[src/rtl/mux_scan_pkg.sv]
// Shared types and helpers for the mux_scan channel multiplexer.
package mux_scan_pkg;

  // Upper bound on channel count the search helper can handle.
  localparam int MAX_CH = 32;

  typedef enum logic [1:0] {
    S_MAN  = 2'd0,
    S_SCAN = 2'd1,
    S_IDLE = 2'd2
  } state_t;

  // Out-of-range manual selects fall back to channel 0.
  function automatic int clamp_sel(input int sel, input int n_ch);
    return (sel >= n_ch) ? 0 : sel;
  endfunction

  // Wrap-around priority search: first set bit strictly above cur,
  // otherwise the lowest set bit. Returns 0 for an empty mask.
  function automatic int next_en(input int cur, input logic [MAX_CH-1:0] mask,
                                 input int n_ch);
    int   idx;
    logic found;
    next_en = 0;
    found   = 1'b0;
    for (int k = 1; k <= MAX_CH; k++) begin
      idx = cur + k;
      if (idx >= n_ch) idx = idx - n_ch;
      if (!found && (k <= n_ch) && mask[idx[4:0]]) begin
        next_en = idx;
        found   = 1'b1;
      end
    end
  endfunction

endpackage

[src/rtl/mux_scan_rr_next_sel.sv]
// Combinational wrap-around finder for the next enabled channel.
// inclusive=1 accepts start itself; inclusive=0 searches strictly above it.
module rr_next_sel
  import mux_scan_pkg::*;
#(
  parameter  int N_CH = 4,
  localparam int CH_W = $clog2(N_CH)
) (
  input  logic [N_CH-1:0] mask,
  input  logic [CH_W-1:0] start,
  input  logic            inclusive,
  output logic [CH_W-1:0] idx
);

  int from_idx;

  // An inclusive search is an exclusive search from the channel just below start.
  always_comb begin
    from_idx = int'(start);
    if (inclusive) from_idx = (from_idx == 0) ? (N_CH - 1) : (from_idx - 1);
    idx = CH_W'(next_en(from_idx, MAX_CH'(mask), N_CH));
  end

endmodule

[src/rtl/mux_scan.sv]
// N-channel registered multiplexer with manual select and round-robin auto-scan.
// dout_vld qualifies dout/dout_ch each cycle; there is no back-pressure, the
// consumer must take data whenever dout_vld is high.
module mux_scan
  import mux_scan_pkg::*;
#(
  parameter  int N_CH  = 4,
  parameter  int W     = 8,
  parameter  int DWELL = 4,
  localparam int CH_W  = $clog2(N_CH)
) (
  input  logic              clk,
  input  logic              rst_n,
  input  logic              mode,
  input  logic [CH_W-1:0]   sel,
  input  logic [N_CH-1:0]   ch_en,
  input  logic [N_CH*W-1:0] din,
  output logic [W-1:0]      dout,
  output logic [CH_W-1:0]   dout_ch,
  output logic              dout_vld,
  output logic              ch_sw,
  output logic [1:0]        dbg_state
);

  localparam int             DW         = $clog2(DWELL) + 1;
  localparam logic [DW-1:0]  DWELL_LAST = DW'(DWELL - 1);

  state_t          state_q, state_nxt;
  logic [CH_W-1:0] cur_ch, ch_nxt, adv_ch, ent_ch;
  logic [DW-1:0]   dwell_cnt, cnt_nxt;
  logic            vld_nxt;
  logic            armed_q;
  logic [W-1:0]    data_nxt;

  assign dbg_state = state_q;

  rr_next_sel #(.N_CH(N_CH)) u_adv (
    .mask(ch_en), .start(cur_ch), .inclusive(1'b0), .idx(adv_ch)
  );

  rr_next_sel #(.N_CH(N_CH)) u_ent (
    .mask(ch_en), .start(cur_ch), .inclusive(1'b1), .idx(ent_ch)
  );

  // State is a pure function of the current mode and enable mask.
  always_comb begin
    if (!mode)       state_nxt = S_MAN;
    else if (|ch_en) state_nxt = S_SCAN;
    else             state_nxt = S_IDLE;
  end

  // Pick the channel to forward at this edge and the next dwell count.
  always_comb begin
    ch_nxt  = cur_ch;
    cnt_nxt = '0;
    case (state_nxt)
      S_MAN: ch_nxt = CH_W'(clamp_sel(int'(sel), N_CH));
      S_SCAN: begin
        if (state_q != S_SCAN)                          ch_nxt = ent_ch;
        else if (!ch_en[cur_ch] || dwell_cnt == DWELL_LAST) ch_nxt = adv_ch;
        else                                            cnt_nxt = DW'(dwell_cnt + 1'b1);
      end
      default: ch_nxt = cur_ch;
    endcase
    vld_nxt  = (state_nxt != S_IDLE);
    data_nxt = din[ch_nxt*W +: W];
  end

  // State, dwell counter and output registers; idle holds dout/dout_ch.
  always_ff @(posedge clk) begin
    if (!rst_n) begin
      state_q   <= S_IDLE;
      cur_ch    <= '0;
      dwell_cnt <= '0;
      dout      <= '0;
      dout_ch   <= '0;
      dout_vld  <= 1'b0;
      ch_sw     <= 1'b0;
      armed_q   <= 1'b0;
    end else begin
      state_q   <= state_nxt;
      cur_ch    <= ch_nxt;
      dwell_cnt <= cnt_nxt;
      dout_vld  <= vld_nxt;
      ch_sw     <= armed_q && vld_nxt && (ch_nxt != dout_ch);
      armed_q   <= 1'b1;
      if (vld_nxt) begin
        dout    <= data_nxt;
        dout_ch <= ch_nxt;
      end
    end
  end

endmodule
[config.mk]
export PLATFORM = sky130hd
export DESIGN_NAME = mux_scan
export DESIGN_NICKNAME = d
export VERILOG_FILES = /design/src/rtl/mux_scan_pkg.sv /design/src/rtl/mux_scan_rr_next_sel.sv /design/src/rtl/mux_scan.sv
export SDC_FILE = /design/constraint.sdc
export NUM_CORES = 1
export LEC_CHECK = 0
export CAP_MARGIN = 10
export CORE_AREA = 5 5 65 67
export CTS_CLUSTER_SIZE = 28
export DETAILED_ROUTE_END_ITERATION = 10
export DIE_AREA = 0 0 70 72
export PLACE_DENSITY = 0.82
export SLEW_MARGIN = 20
export SYNTH_ARGS = -nofsm -noshare
export SYNTH_HDL_FRONTEND = slang
export SYNTH_SLANG_ARGS = --single-unit
export TNS_END_PERCENT = 30
[constraint.sdc]
create_clock -name clk -period 5.1 [get_ports clk]
set_clock_uncertainty 0.2 [all_clocks]
set_input_delay 0.765 -clock clk [delete_from_list [all_inputs] [get_ports clk]]
set_output_delay 0.765 -clock clk [all_outputs]
set_load 0.005 [all_outputs]
==> impl_metrics.yaml, run 1 <==
clocking:
  htree_levels: 1
  cts_inserted_buffers: 3
  ctsHoldBuffers: 0
  root_buffer: "clkbuf_4"
  clock_tree.buffer_depth: 2
  post_cts_resized: 0
  cts_tree: "yes"
  insertion_delay_ns: 0.31
  post_cts_buffers: 0
  cts.sinks: 20
  path_clk_slew_ns: 0.12
critical_path:
  crit_path_end_kind: "register"
  r2r-end: "dout[6]"
  criticalPathCategory: "reg -> reg"
  reg2reg_depth: 10
  required_ns: 5.10
  arrival_ns: 3.88
  critPathMaxFanout: 20
  rrSetupSlack_ns: 1.21
  r2r_start: "cur_ch[0]"
  critPathLaunchType: "register"
floorplan:
  start_util: 0.472
  dieArea_um2: 5040
  die_h_um: 72
  core_area_um2: 3580
  die_w_um: 70
  rows: 22
  io_pins: 55
timing:
  setup_tns_ns: 0
  clock.fmax_ghz: 0.257
  worst_slew_pin_slew_ns: 0.628
  hold_violations: 0
  min_period_ns: 3.89
  layout_worst_path_cycle_share: 0.762
  finalSetupViolations: 0
  maxSlewHeadroom: 0.577
  rsz0062_at_grt: "false"
  slew_viol_final: 0
power_and_ir_drop:
  power_frac_seq: 0.303
  leakage_uw: 0.000931
  swShare: 0.340
  internal_power_uw: 413
  clockPowerShare: 0.212
  p_comb_frac: 0.486
  power_density_nw_per_um2: 274
  p_sw_uw: 213
  vdd_drop_max_uv: 181
synthesis:
  syn_nets: 238
  ys_seq_area_frac: 0.237
  synth_area_um2: 1690
  syn_inst: 188
  ys_ff_latch: 20
  yosys_warnings: 0
  ys_top_cells_by_area: "dfxtp_1 24%, mux2i_1 8.9%, ha_1 6.7%"
  yosysMostFrequentCell: "dfxtp_1"
  avgSynthCellArea_um2: 8.98
  yosys.area.top_type_share: 0.237
  synthTopCellsByCount: "20 x dfxtp_1, 17 x nand2_1, 15 x mux2i_1"
  async_flop_share: 0
  ys.flop_type: "dfxtp_1"
  synth_area_leader_cell: "dfxtp_1"
  synth_edf_count: 0
  synth_cell_type_count: 56
grt:
  track_usage: 0.175
  grt_overflow_total: 0
  grt_antenna_before_repair: 0
  grt_util_met1: 0.232
  busiest_layer: "met2"
  use_met3: 0.0443
  grt_pass1_wl_mm: 7.18
  grt_max_degree: 21
  use_met2: 0.284
  grt_pass1_vias: 1537
finish:
  nNetsFinal: 288
  post-route-util: 0.639
  drive_above_1_share: 0.114
  fillers: 321
  fin_cells: 285
  areaGrowthSynthToFinish_pct: 35.4
  post-route-cell-area_um2: 2290
  insertedDiodeCount: 0
route:
  drt_first_pass_iters: 4
  via_count: 1581
  ant_nets: 0
  drcViolationCount: 0
  drtIter0Drc: 97
  vias_per_cell: 5.55
  wl_per_cell_um: 15.4
  finalWirelength_mm: 4.38
min_path:
  min_path_type: "reg -> reg"
  worstHoldStart: "armed_q"
  whs_endpoint: "ch_sw"
  holdPathStages: 2
place:
  gp_congestion: 0.868
  place_area_um2: 2230
  hpwlAfterDp_mm: 3.45
  dpl.cell_count: 281
  io_buffers: 54
job:
  cap_violations: 0
status:
  status: "finished, final reports clean"
==> worst max path at each step <==
stage	slack, ns	to	startpoint
6_report	1.21	dout[6]	cur_ch[0]
5_1_grt	0.96	dout[1]	cur_ch[1]
4_1_cts	1.21	dout[6]	cur_ch[1]
3_5_place_dp	1.06	dout[6]	ch_en[3]
3_3_place_gp	1.13	dout[3]	ch_en[3]
2_1_floorplan	1.81	dout[0]	cur_ch[0]
==> power by group through the flow <==
stage          sequential, uW  clock, uW  combinational [uW]
4_1_cts                   189        136                 303
3_3_place_gp              192          0                 298
5_1_grt                   192        144                 330
2_1_floorplan             194          0                 204
6_report                  189        132                 304
3_5_place_dp              192          0                 302
==> critical path, stage by stage, from the launching register on <==
cell,delay [ns]
dfxtp_1,0.33
buf_4,0.25
inv_1,0.13
ha_1,0.58
mux4_2,0.38
a21boi_1,0.16
o41a_1,0.37
o2111a_1,0.38
nor3_4,0.58
mux2i_1,0.31
o211ai_2,0.09
==> cells by family (layout without fill, tap and decap cells) <==
kind of cell               count (synthesis)  after routing  synth area share
xor gates and xnor gates                   3              3            0.0156
DFF                                       20             20             0.237
muxes                                     19             19             0.125
and+or+nand+nor                           62             62             0.201
AOI/OAI and AO/OA                         58             58             0.302
buffers and inverters                     17             66            0.0526
adders and majority gates                  9              9            0.0667
==> area by class of cell <==
type / count / area (um^2) / share of cell area
Multi-Input combinational cell: 151 / 1200 / 0.524
Clock inverter: 1 / 30.0 / 0.0131
Clock buffer: 3 / 22.5 / 0.00985
Inverter: 7 / 26.3 / 0.0115
Sequential cell: 20 / 400 / 0.175
Timing Repair Buffer: 55 / 548 / 0.240
Tap cell: 48 / 60.1 / 0.0263
==> metrics by stage <==
stage | hold WS [ns] | setup WS, ns | power [uW]
2_1_floorplan | 0.197 | 1.81 | 398
3_3_place_gp | 0.203 | 1.13 | 490
3_5_place_dp | 0.209 | 1.06 | 494
4_1_cts | 0.225 | 1.21 | 629
5_1_grt | 0.265 | 0.958 | 665
6_report | 0.225 | 1.21 | 626
==> flip-flops by register name, summed over array words and instances, names as in the netlist <==
signal / flops
dwell_cnt: 3
armed_q: 1
cur_ch: 2
dout_vld: 1
ch_sw: 1
dout_ch: 2
dout: 8
dbg_state: 2
==> per-layer routing <==
metal  vias up  wire (um)
met5         -          0
met4         0         48
met3         4        248
met2        46       2110
met1       723       1970
li1        808          -
==> cell usage in the layout, fill, tap and decap left out, types with 2 or more instances in the layout <==
cell type and n:
mux2i_1 15, a21boi_0 2, o211a_1 2, and3_1 3
a211oi_1 3, nor2_2 2, nor2_1 7, clkbuf_4 3
dfxtp_1 20, a21o_1 8, inv_1 7, o211ai_1 2
a22oi_1 2, nand2b_1 3, a22o_1 2, a21oi_1 5
nor2b_1 7, o211ai_2 8, ha_1 9, clkdlybuf4s50_1 54
nand4b_1 2, nand3_1 11, xnor2_1 2, o31ai_1 9
mux2_2 2, nand2_1 17
No activity file was read; power rests on OpenSTA's default activity.
==> inputs of run 2 (changes only) <==
--- a/config.mk
+++ b/config.mk
@@ -6,11 +6,11 @@
 export NUM_CORES = 1
 export LEC_CHECK = 0
 export CAP_MARGIN = 10
-export CORE_AREA = 5 5 65 67
+export CORE_AREA = 5 5 67 69
 export CTS_CLUSTER_SIZE = 28
 export DETAILED_ROUTE_END_ITERATION = 10
-export DIE_AREA = 0 0 70 72
-export PLACE_DENSITY = 0.82
+export DIE_AREA = 0 0 72 74
+export PLACE_DENSITY = 0.78
 export SLEW_MARGIN = 20
 export SYNTH_ARGS = -nofsm -noshare
 export SYNTH_HDL_FRONTEND = slang
==> constraint.sdc (replaced) <==
create_clock -name clk -period 3.8 [get_ports clk]
set_clock_uncertainty 0.2 [all_clocks]
set_input_delay 0.57 -clock clk [delete_from_list [all_inputs] [get_ports clk]]
set_output_delay 0.57 -clock clk [all_outputs]
set_load 0.005 [all_outputs]
==> run 2 against run 1 <==
Non-clock buffer count up 7; clock-buffer cell count unchanged; critical endpoint is now dout[1]; cell count up 3.2%; register-to-register slack worse by 0.68 ns; clock power up 67%; largest cell class unchanged; largest power group unchanged; power up 44%.
==> impl_metrics.yaml, run 2 (synthesis results as in run 1) <==
route:
  wl_per_cell_um: 15.1
  via_count: 1623
  drcViolationCount: 0
  drtIter0Drc: 113
  vias_per_cell: 5.52
  finalWirelength_mm: 4.45
  drt_first_pass_iters: 4
  ant_nets: 0
clocking:
  insertion_delay_ns: 0.27
  cts_inserted_buffers: 3
  htree_levels: 1
  clock_tree.buffer_depth: 2
  cts.sinks: 20
  cts_tree: "yes"
  root_buffer: "clkbuf_8"
  ctsHoldBuffers: 0
  post_cts_resized: 0
  path_clk_slew_ns: 0.08
  post_cts_buffers: 0
power_and_ir_drop:
  vdd_drop_max_uv: 257
  leakage_uw: 0.000973
  power_density_nw_per_um2: 381
grt:
  grt_antenna_before_repair: 0
  grt_pass1_vias: 1587
  grt_pass1_wl_mm: 7.27
  grt_overflow_total: 0
  grt_max_degree: 20
  track_usage: 0.171
finish:
  fin_cells: 294
  regMostFlops: "dout"
  largest_reg_flops: 8
  insertedDiodeCount: 0
  layout_commonest_cell: "clkdlybuf4s50_1"
  seqCellArea_um2: 400
  drive_above_1_share: 0.139
  nNetsFinal: 295
  areaGrowthSynthToFinish_pct: 39.8
  top_regs: "dout: 8 flops, dwell_cnt: 3 flops"
  final_cell_mix: "54 x clkdlybuf4s50_1, 20 x dfxtp_1, 17 x nand2_1, 15 x mux2i_1, 11 x nand3_1"
  fillers: 356
  multi_input_area_um2: 1200
  post-route-util: 0.612
place:
  io_buffers: 54
  gp_congestion: 0.885
  dpl.cell_count: 290
  hpwlAfterDp_mm: 3.48
critical_path:
  worstPathCellList: "inv_1 -> ha_1 -> mux4_2 -> a21boi_1 -> o41a_1 -> o2111a_1 -> nor3_4 -> buf_4 -> mux2i_1 -> o211ai_2"
  arrival_ns: 3.23
  endpoint: "dout[1]"
  crit_slowest_cell: "ha_1"
  timing.critical_path.buf_inv: 2
  slowest_delay_ns: 0.58
  critPathMaxFanout: 14
  required_ns: 3.76
  crit_cells: 10
  rrSetupSlack_ns: 0.53
  r2r-end: "dout[1]"
  critPathLaunchType: "register"
  reg2reg_depth: 10
  criticalPathCategory: "reg -> reg"
  cp_top_family: "compound AO/OA/AOI/OAI gates"
  cp-startpoint: "cur_ch[1]"
  r2r_start: "cur_ch[1]"
  crit_path_end_kind: "register"
floorplan:
  die_h_um: 74
  die_w_um: 72
  dieArea_um2: 5330
  rows: 23
  start_util: 0.438
  core_area_um2: 3860
  io_pins: 55
timing:
  maxSlewHeadroom: 0.567
  hold_violations: 0
  setup_tns_ns: 0
  rsz0062_at_grt: "false"
  slew_viol_final: 0
  min_period_ns: 3.27
  worst_slew_pin_slew_ns: 0.644
  layout_worst_path_cycle_share: 0.860
  clock.fmax_ghz: 0.306
  finalSetupViolations: 0
status:
  status: "finished, final reports clean"
min_path:
  min_path_type: "reg -> reg"
job:
  cap_violations: 0
==> run 2: worst min path at each step <==
stage / startpoint / cells after the start / end / slack (ns)
5_1_grt: armed_q / 2 / ch_sw / 0.28
4_1_cts: dwell_cnt[0] / 1 / dwell_cnt[0] / 0.23
3_5_place_dp: dwell_cnt[0] / 1 / dwell_cnt[0] / 0.22
2_1_floorplan: armed_q / 2 / ch_sw / 0.20
3_3_place_gp: armed_q / 2 / ch_sw / 0.21
6_report: armed_q / 2 / ch_sw / 0.22
==> run 2: worst reg2reg max path: cells and delay by family (launching register included) <==
| family | cells | cell delay [ns] |
|---|---|---|
| AOI/OAI and AO/OA | 4 | 0.92 |
| adders and majority gates | 1 | 0.58 |
| DFF | 1 | 0.33 |
| muxes | 2 | 0.63 |
| and+or+nand+nor | 1 | 0.20 |
| buffers and inverters | 2 | 0.30 |
==> run 2: final cells by class <==
type,instances,area share
Multi-Input combinational cell,151,0.508
Timing Repair Buffer,62,0.255
Sequential cell,20,0.170
Tap cell,50,0.0265
Clock buffer,3,0.0175
Clock inverter,1,0.0127
Inverter,7,0.0111
==> run 2: routing by layer <==
metal	GRT usage	wire length, um	part of all wire	vias up
li1	-	-	-	823
met1	0.226	2040	0.46	734
met2	0.286	2080	0.47	60
met3	0.0392	292	0.066	6
met4	0.0397	40	0.0090	0
met5	0	0	0	-
==> run 2: metrics by stage <==
| stage | setup WS, ns | cell area (um^2) | hold slack (ns) | power (uW) |
|---|---|---|---|---|
| 6_report | 0.532 | 2360 | 0.223 | 899 |
| 5_1_grt | 0.326 | 2360 | 0.276 | 950 |
| 4_1_cts | 0.545 | 2360 | 0.227 | 900 |
| 3_5_place_dp | 0.333 | 2290 | 0.215 | 678 |
| 3_3_place_gp | 0.381 | 2290 | 0.206 | 676 |
| 2_1_floorplan | 0.509 | 1690 | 0.197 | 534 |
==> run 2: where the power goes <==
part           switching, uW  total, uW  leakage (uW)  internal (uW)
sequential              15.0        252      0.000166            237
clock                   79.2        220     0.0000357            141
combinational            204        427      0.000772            223
==> inputs of run 3 (changes only) <==
--- a/config.mk
+++ b/config.mk
@@ -11,6 +11,7 @@
 export DETAILED_ROUTE_END_ITERATION = 10
 export DIE_AREA = 0 0 72 74
 export PLACE_DENSITY = 0.78
+export REMOVE_ABC_BUFFERS = 1
 export SLEW_MARGIN = 20
 export SYNTH_ARGS = -nofsm -noshare
 export SYNTH_HDL_FRONTEND = slang
==> run 3 against run 2 <==
Register-to-register slack worse by 0.02 ns; wire length up 1.0%; largest power group unchanged; sequential power about the same; flip-flop and latch count unchanged; maximum frequency down 0.75%; worst setup slack worse by 0.025 ns; critical path depth unchanged; cell count down 0.68%; clock power down 26%.
==> impl_metrics.yaml, run 3 (synthesis results as in run 1) <==
floorplan:
  die_w_um: 72
  core_area_um2: 3860
  dieArea_um2: 5330
  rows: 23
  die_h_um: 74
  start_util: 0.438
  io_pins: 55
clocking:
  post_cts_resized: 0
  cts_inserted_buffers: 3
  post_cts_buffers: 0
  path_clk_slew_ns: 0.07
  htree_levels: 1
  root_buffer: "clkbuf_8"
  cts.sinks: 20
  ctsHoldBuffers: 0
  clock_tree.buffer_depth: 2
  cts_tree: "yes"
  insertion_delay_ns: 0.26
critical_path:
  critPathLaunchType: "register"
  critPathMaxFanout: 14
  required_ns: 3.73
  crit_path_end_kind: "register"
  criticalPathCategory: "reg -> reg"
  arrival_ns: 3.22
finish:
  top_regs: "dout: 8 flops, dwell_cnt: 3 flops"
  drive_above_1_share: 0.132
  final_cell_mix: "54 x clkdlybuf4s50_1, 20 x dfxtp_1, 17 x nand2_1, 15 x mux2i_1, 11 x nand3_1"
  fillers: 347
  regMostFlops: "dout"
  areaGrowthSynthToFinish_pct: 38.0
  insertedDiodeCount: 0
  post-route-cell-area_um2: 2330
  nNetsFinal: 293
  layout_commonest_cell: "clkdlybuf4s50_1"
  largest_reg_flops: 8
timing:
  clock.fmax_ghz: 0.304
  worst_slew_pin_slew_ns: 0.626
  maxSlewHeadroom: 0.579
  min_period_ns: 3.29
  layout_worst_path_cycle_share: 0.866
  rsz0062_at_grt: "false"
  finalSetupViolations: 0
  hold_violations: 0
  timing.hold.ws_ns: 0.219
  slew_viol_final: 0
  setup_tns_ns: 0
route:
  vias_per_cell: 5.63
  drtIter0Drc: 106
  via_count: 1644
  drcViolationCount: 0
  finalWirelength_mm: 4.50
  wl_per_cell_um: 15.4
  drt_first_pass_iters: 4
  ant_nets: 0
place:
  place_area_um2: 2270
  gp_congestion: 0.901
  io_buffers: 54
  hpwlAfterDp_mm: 3.53
grt:
  grt_pass1_vias: 1560
  grt_antenna_before_repair: 0
  grt_pass1_wl_mm: 7.07
  grt_max_degree: 20
  grt_overflow_total: 0
  track_usage: 0.163
power_and_ir_drop:
  swShare: 0.345
  power_density_nw_per_um2: 358
  power_frac_seq: 0.301
  internal_power_uw: 546
  p_comb_frac: 0.504
  p_sw_uw: 288
  leakage_uw: 0.000956
  vdd_drop_max_uv: 253
  clockPowerShare: 0.195
status:
  status: "finished, final reports clean"
min_path:
  min_path_type: "reg -> reg"
job:
  cap_violations: 0
## run 3: cell count changes in the layout (fill, tap and decap cells not counted)
cell	previous run	this run
buf_4	8	6
bufinv_16	1	0
clkbuf_8	3	4
## run 3: worst max-delay path: stages (launching register included)
cell and delay (ns):
dfxtp_1 0.34, inv_1 0.11, ha_1 0.59, mux4_2 0.38, a21boi_1 0.16, o41a_1 0.37, o2111a_1 0.30, nor3_4 0.17
buf_4 0.22, mux2i_1 0.24, o211ai_2 0.08
## run 3: worst paths after layout
| check | startpoint | endpoint | slack [ns] | depth (start not counted) |
|---|---|---|---|---|
| worst min-delay path | dwell_cnt[0] | dwell_cnt[0] | 0.22 | 1 |
| worst max-delay path | cur_ch[1] | dout[4] | 0.51 | 10 |
| worst max register to register | cur_ch[1] | dout[4] | 0.51 | 10 |
| worst min register to register | dwell_cnt[0] | dwell_cnt[0] | 0.22 | 1 |
## run 3: routing by layer
layer | share of wire | vias to the layer above | GRT usage | wire length, um
li1 | - | 814 | - | -
met1 | 0.47 | 784 | 0.214 | 2100
met2 | 0.48 | 44 | 0.286 | 2170
met3 | 0.045 | 2 | 0.0270 | 203
met4 | 0.0056 | 0 | 0.0313 | 25
met5 | 0 | - | 0 | 0
## run 3: layout make-up
cell class,instances,area [um^2],area share
Timing Repair Buffer,60,586,0.251
Sequential cell,20,400,0.172
Inverter,7,26.3,0.0113
Multi-Input combinational cell,151,1200,0.515
Clock buffer,4,55.1,0.0236
Tap cell,50,62.6,0.0269
## run 3: power by group through the flow
stage	combinational, uW	sequential, uW	clock [uW]
after floorplan	253	265	0
after global placement	414	254	0
after detailed placement	417	255	0
after CTS	419	251	170
after global routing	457	255	176
final	420	251	163
## run 3: per-stage QoR
| step | util | power (uW) | setup slack, ns | instances |
|---|---|---|---|---|
| floorplan | - | 518 | 0.0725 | 178 |
| global placement | 0.590 | 668 | 0.331 | 288 |
| detailed placement | 0.590 | 673 | 0.284 | 288 |
| CTS | 0.604 | 840 | 0.518 | 292 |
| global route | 0.604 | 888 | 0.246 | 292 |
| finish | 0.604 | 834 | 0.508 | 292 |
